## src/rtl/uart_tx_fifo_if.sv

```systemverilog
// Store-path bus from the memory controller into the UART TX block.
// The master drives a byte and a one-cycle write strobe.
interface uart_tx_fifo_if;
  logic [7:0] uart;
  logic       uart_we;

  modport master (
    output uart,
    output uart_we
  );

  modport slave (
    input uart,
    input uart_we
  );
endinterface

```

## src/rtl/uart_tx_fifo.sv

```systemverilog
// UART transmitter: buffers store-path bytes in a FIFO and
// serializes them as 8N1 frames at a fixed baud divider.
module uart_tx_fifo #(
  parameter  int CLKS_PER_BIT = 868,
  parameter  int FIFO_DEPTH   = 16,
  localparam int AW           = $clog2(FIFO_DEPTH),
  localparam int CW           = AW + 1
) (
  input  logic          clk,
  input  logic          rstn,
  uart_tx_fifo_if.slave wr,
  output logic          txd,
  output logic          busy,
  output logic          fifo_full,
  output logic [CW-1:0] fifo_count,
  output logic          overflow
);

  typedef enum logic [1:0] {
    IDLE,
    START,
    DATA,
    STOP
  } state_t;

  localparam logic [15:0]   LAST  = 16'(CLKS_PER_BIT - 1);
  localparam logic [CW-1:0] DEPTH = CW'(FIFO_DEPTH);

  state_t        state;
  logic [7:0]    mem [FIFO_DEPTH];
  logic [AW-1:0] wptr;
  logic [AW-1:0] rptr;
  logic [15:0]   baud;
  logic [2:0]    bidx;
  logic [7:0]    shift;
  logic [7:0]    head;
  logic          empty;
  logic          push;
  logic          pop;
  logic          bit_end;

  assign fifo_full = fifo_count == DEPTH;
  assign empty     = fifo_count == '0;
  assign push      = wr.uart_we && !fifo_full;
  assign bit_end   = baud == LAST;
  assign busy      = state != IDLE;
  assign head      = mem[rptr];

  // Pop on idle or on the last stop cycle, so frames run back-to-back.
  assign pop = !empty &&
               (state == IDLE ||
                (state == STOP && bit_end));

  always_ff @(posedge clk) begin
    if (rstn && push) begin
      mem[wptr] <= wr.uart;
    end
  end

  always_ff @(posedge clk) begin
    if (!rstn) begin
      wptr       <= '0;
      rptr       <= '0;
      fifo_count <= '0;
      overflow   <= 1'b0;
    end else begin
      overflow <= wr.uart_we && fifo_full;
      if (push) begin
        wptr <= wptr + 1'b1;
      end
      if (pop) begin
        rptr <= rptr + 1'b1;
      end
      case ({push, pop})
        2'b10:   fifo_count <= fifo_count + 1'b1;
        2'b01:   fifo_count <= fifo_count - 1'b1;
        default: fifo_count <= fifo_count;
      endcase
    end
  end

  always_ff @(posedge clk) begin
    if (!rstn) begin
      state <= IDLE;
      txd   <= 1'b1;
      baud  <= '0;
      bidx  <= '0;
      shift <= '0;
    end else begin
      unique case (state)
        IDLE: begin
          txd  <= 1'b1;
          baud <= '0;
          if (pop) begin
            shift <= head;
            state <= START;
            txd   <= 1'b0;
          end
        end
        START: begin
          if (bit_end) begin
            baud  <= '0;
            bidx  <= '0;
            state <= DATA;
            txd   <= shift[0];
          end else begin
            baud <= baud + 16'd1;
          end
        end
        DATA: begin
          if (bit_end) begin
            baud <= '0;
            if (bidx == 3'd7) begin
              state <= STOP;
              txd   <= 1'b1;
            end else begin
              bidx  <= bidx + 3'd1;
              shift <= {1'b0, shift[7:1]};
              txd   <= shift[1];
            end
          end else begin
            baud <= baud + 16'd1;
          end
        end
        STOP: begin
          if (bit_end) begin
            baud <= '0;
            if (pop) begin
              shift <= head;
              state <= START;
              txd   <= 1'b0;
            end else begin
              state <= IDLE;
              txd   <= 1'b1;
            end
          end else begin
            baud <= baud + 16'd1;
          end
        end
        default: begin
          state <= IDLE;
          txd   <= 1'b1;
        end
      endcase
    end
  end

endmodule
```

## src/flat_wrapper.sv

```systemverilog
// flat-port wrapper written by rule: the top's interface ports become plain ports
module uart_tx_fifo_flat 
#(
  parameter  int CLKS_PER_BIT = 868,
  parameter  int FIFO_DEPTH   = 16,
  localparam int AW           = $clog2(FIFO_DEPTH),
  localparam int CW           = AW + 1
)
  (clk, rstn, txd, busy, fifo_full, fifo_count, overflow, wr_uart, wr_uart_we);
  uart_tx_fifo_if wr_i ();
  input  logic clk;
  input  logic rstn;
  output logic txd;
  output logic busy;
  output logic fifo_full;
  output logic [CW-1:0] fifo_count;
  output logic overflow;
  input wire logic [$bits(wr_i.uart)-1:0] wr_uart;
  input wire logic [$bits(wr_i.uart_we)-1:0] wr_uart_we;
  assign wr_i.uart = wr_uart;
  assign wr_i.uart_we = wr_uart_we;
  uart_tx_fifo #(.CLKS_PER_BIT(CLKS_PER_BIT), .FIFO_DEPTH(FIFO_DEPTH)) u_core (.clk(clk), .rstn(rstn), .wr(wr_i), .txd(txd), .busy(busy), .fifo_full(fifo_full), .fifo_count(fifo_count), .overflow(overflow));
endmodule
```

## config.mk

```make
export PLATFORM = sky130hd
export DESIGN_NAME = uart_tx_fifo_flat
export DESIGN_NICKNAME = d
export VERILOG_FILES = /design/src/rtl/uart_tx_fifo_if.sv /design/src/rtl/uart_tx_fifo.sv /design/src/flat_wrapper.sv
export SDC_FILE = /design/constraint.sdc
export NUM_CORES = 1
export LEC_CHECK = 0
export BUFFER_PORTS_ARGS = -buffer_cell sky130_fd_sc_hd__buf_2
export CORE_MARGIN = 1
export CORE_UTILIZATION = 55
export CTS_CLUSTER_DIAMETER = 40
export DETAILED_ROUTE_END_ITERATION = 8
export PLACE_DENSITY = 0.74
export SKIP_CTS_REPAIR_TIMING = 1
export SYNTH_ARGS = -nofsm -noshare
export SYNTH_HDL_FRONTEND = slang
export SYNTH_SLANG_ARGS = --single-unit
```

## constraint.sdc

```tcl
create_clock -name clk -period 3.5 [get_ports clk]
set_input_delay 0.35 -clock clk [delete_from_list [all_inputs] [get_ports clk]]
set_output_delay 0.35 -clock clk [all_outputs]
set_load 0.1 [all_outputs]
```

==> reports/results.tsv <==
metric	value	unit
status	finished, final reports clean	
pwr-share-comb	0.260	
clock_sinks	176	
die_h	118	um
pwr-share-seq	0.439	
tns	0	ns
fin_skew	0.00725	ns
place.port_buffers	19	
power	5.70	mW
cts_buffers	17	
dp_slack	0.343	ns
post-dp-hpwl	9530	um
via_per_inst	6.10	
final_nets	565	
start_util	0.563	
cp_max_fo	10	
clock.fmax	0.315	GHz
crit_arrival	3.53	ns
drtAntennaViolNets	0	
crit_path_end	u_core.fifo_count[2]	
wirelength	14500	um
critPathTopFamily	simple AND/OR/NAND/NOR gates	
core_area	0.0132	mm2
synth_area_leader_cell	edfxtp_1	
synth_common_cells	128 x edfxtp_1, 50 x nor2_1, 48 x dfxtp_1, 28 x mux4_2, 21 x a21oi_1	
ys_warn_count	0	
path_depth	12	
diodes	0	
cp-end-kind	register	
worstRegToRegCells	12	
clkTransAtPathRegs	0.06	ns
hold_class	input pin to register	
critPathRequiredTime	3.85	ns
drtIter0Drc	397	
synth_edf_count	128	
drive_above_1_share	0.195	
antenna_found_initial	0	
rsz0062_at_grt	false	
slowest_delay	0.42	ns
path_cells	ha_1 > nor4b_1 > and4b_1 > a21oi_2 > nor2_1 > ha_1 > xor2_1 > ha_1 > a21oi_1 > xor2_1 > or3_1 > a21oi_1	
crit_type	register to register	
rrSetupSlack	0.32	ns
grt_pass1_wl	22700	um
worst-path-buf-inv	0	
htreeDepth	4	
max_cap_viol_count	0	
dr_total_vias	4428	
grtUsageTotal	0.220	
synth_ff_type	edfxtp_1	
finalMaxSlewViolations	0	
r2r_start	u_core.baud[0]	
drc	0	
swShare	0.329	
synth_top_area_frac	0.518	
finalCritPeriodShare	0.908	
grt_pass1_vias	4324	
overflow	0	
root_buffer	clkbuf_16	
clkLatencyLatePin	0.43	ns
die-area	0.0140	mm2
ys_seq_elements	176	
switchingPower	1.88	mW
syn-cell-area	0.00743	mm2
hold_violations	0	
wl_per_cell	20.0	um
fin_crit	3.18	ns
path_common_cell	ha_1	
clkPwrFrac	0.301	
power_density	693	mW/mm2
die_w	118	um
cp_slowest_cell	and4b_1	
p_int	3.83	mW
avgSynthCellArea	14.4	um2
dr.pass1.iters	6	
ir_drop	0.000362	V
yosysUniqueCellTypes	56	
grt_max_degree	24	
syn-num-nets	543	
finalWorstSetupSlack	0.321	ns
rows	42	
cts_buffer_depth	2	
slew_headroom	0.365	
syn_inst	515	
setup_viol	0	
p_leak	2.68	nW
cts_tree	done	
startpoint	u_core.baud[0]	
fin_util	0.624	
yosysSeqAreaShare	0.647	
routabilityCongestion	0.858	
synth.most_common_cell	edfxtp_1	
area.growth.synth_to_final	10.8	%
n_fill_cell	952	
ys_top_cells_by_area	edfxtp_1 52%, dfxtp_1 13%, mux4_2 8.5%	
pin_count	20	
fin_hold_ws	0.222	ns
cp-start-kind	register	
timing.rr.end	u_core.fifo_count[2]	
worstMarginPinSlew	0.950	ns
async_flop_share	0	
[area by class of cell]
cell class / instances / area, um2 / area share
inverters: 12 / 45.0 / 0.00547
clock inverters: 15 / 109 / 0.0132
clock buffers: 17 / 425 / 0.0517
flip-flops and latches: 176 / 4810 / 0.584
repair buffers: 30 / 178 / 0.0216
well taps: 176 / 220 / 0.0268
multi-input cells: 300 / 2440 / 0.297
[power by group through the flow]
stage          sequential (mW)  combinational, mW  clock, mW
2_1_floorplan             2.62               1.12          0
3_3_place_gp              2.54               1.44          0
3_5_place_dp              2.55               1.48          0
4_1_cts                   2.50               1.49       1.74
5_1_grt                   2.52               1.60       1.83
6_report                  2.50               1.48       1.72
[through the flow]
step	std cells	instance area, um2
after floorplan	515	7430
after global placement	694	7690
after detailed placement	694	7690
after CTS	726	8230
after global routing	726	8230
final	726	8230
[worst min-delay path by stage]
stage,start,endpoint,slack (ns),cells past startpoint
finish,wr_uart_we,u_core.overflow,0.22,2
global route,wr_uart_we,u_core.overflow,0.23,2
CTS,wr_uart_we,u_core.overflow,0.22,2
detailed placement,u_core.shift[6],u_core.shift[6],0.46,2
global placement,u_core.baud[0],u_core.baud[0],0.44,1
floorplan,u_core.baud[0],u_core.baud[0],0.43,1
[cells in the final DEF (no fill, tap or decap), drive strengths merged, types with 18 or more instances in the layout]
cell type  count
a21oi         27
inv           18
nor3          18
buf           30
mux4          28
edfxtp       128
nor2          51
dfxtp         48
[layer usage]
| metal | up-vias | share of wire | GRT usage | wire length [um] |
|---|---|---|---|---|
| met5 | - | 0 | 0 | 0 |
| li1 | 2023 | - | - | - |
| met3 | 40 | 0.063 | 0.0521 | 912 |
| met1 | 2194 | 0.42 | 0.283 | 6040 |
| met2 | 171 | 0.49 | 0.358 | 7120 |
| met4 | 0 | 0.029 | 0.0921 | 413 |
[sequential cells by signal (all words and copies together) (netlist names), named ones only]
register / cells
u_core.mem: 128
u_core.baud: 16
u_core.shift: 8
u_core.fifo_count: 5
u_core.rptr: 4
u_core.wptr: 4
u_core.bidx: 3
u_core.state: 2
u_core.overflow: 1
u_core.txd: 1
[kinds of logic (layout without fill, tap and decap cells)]
logic type,count (synthesis),in the layout,share of synthesized area
multiplexers,40,40,0.101
AO/OA/AOI/OAI,72,72,0.0669
buffers and inverters,39,74,0.0239
XOR/XNOR,21,21,0.0248
adder cells (fa/ha/maj),17,17,0.0286
AND/OR/NAND/NOR,150,150,0.107
flip-flops,176,176,0.647
No activity file was read; power rests on OpenSTA's default activity.
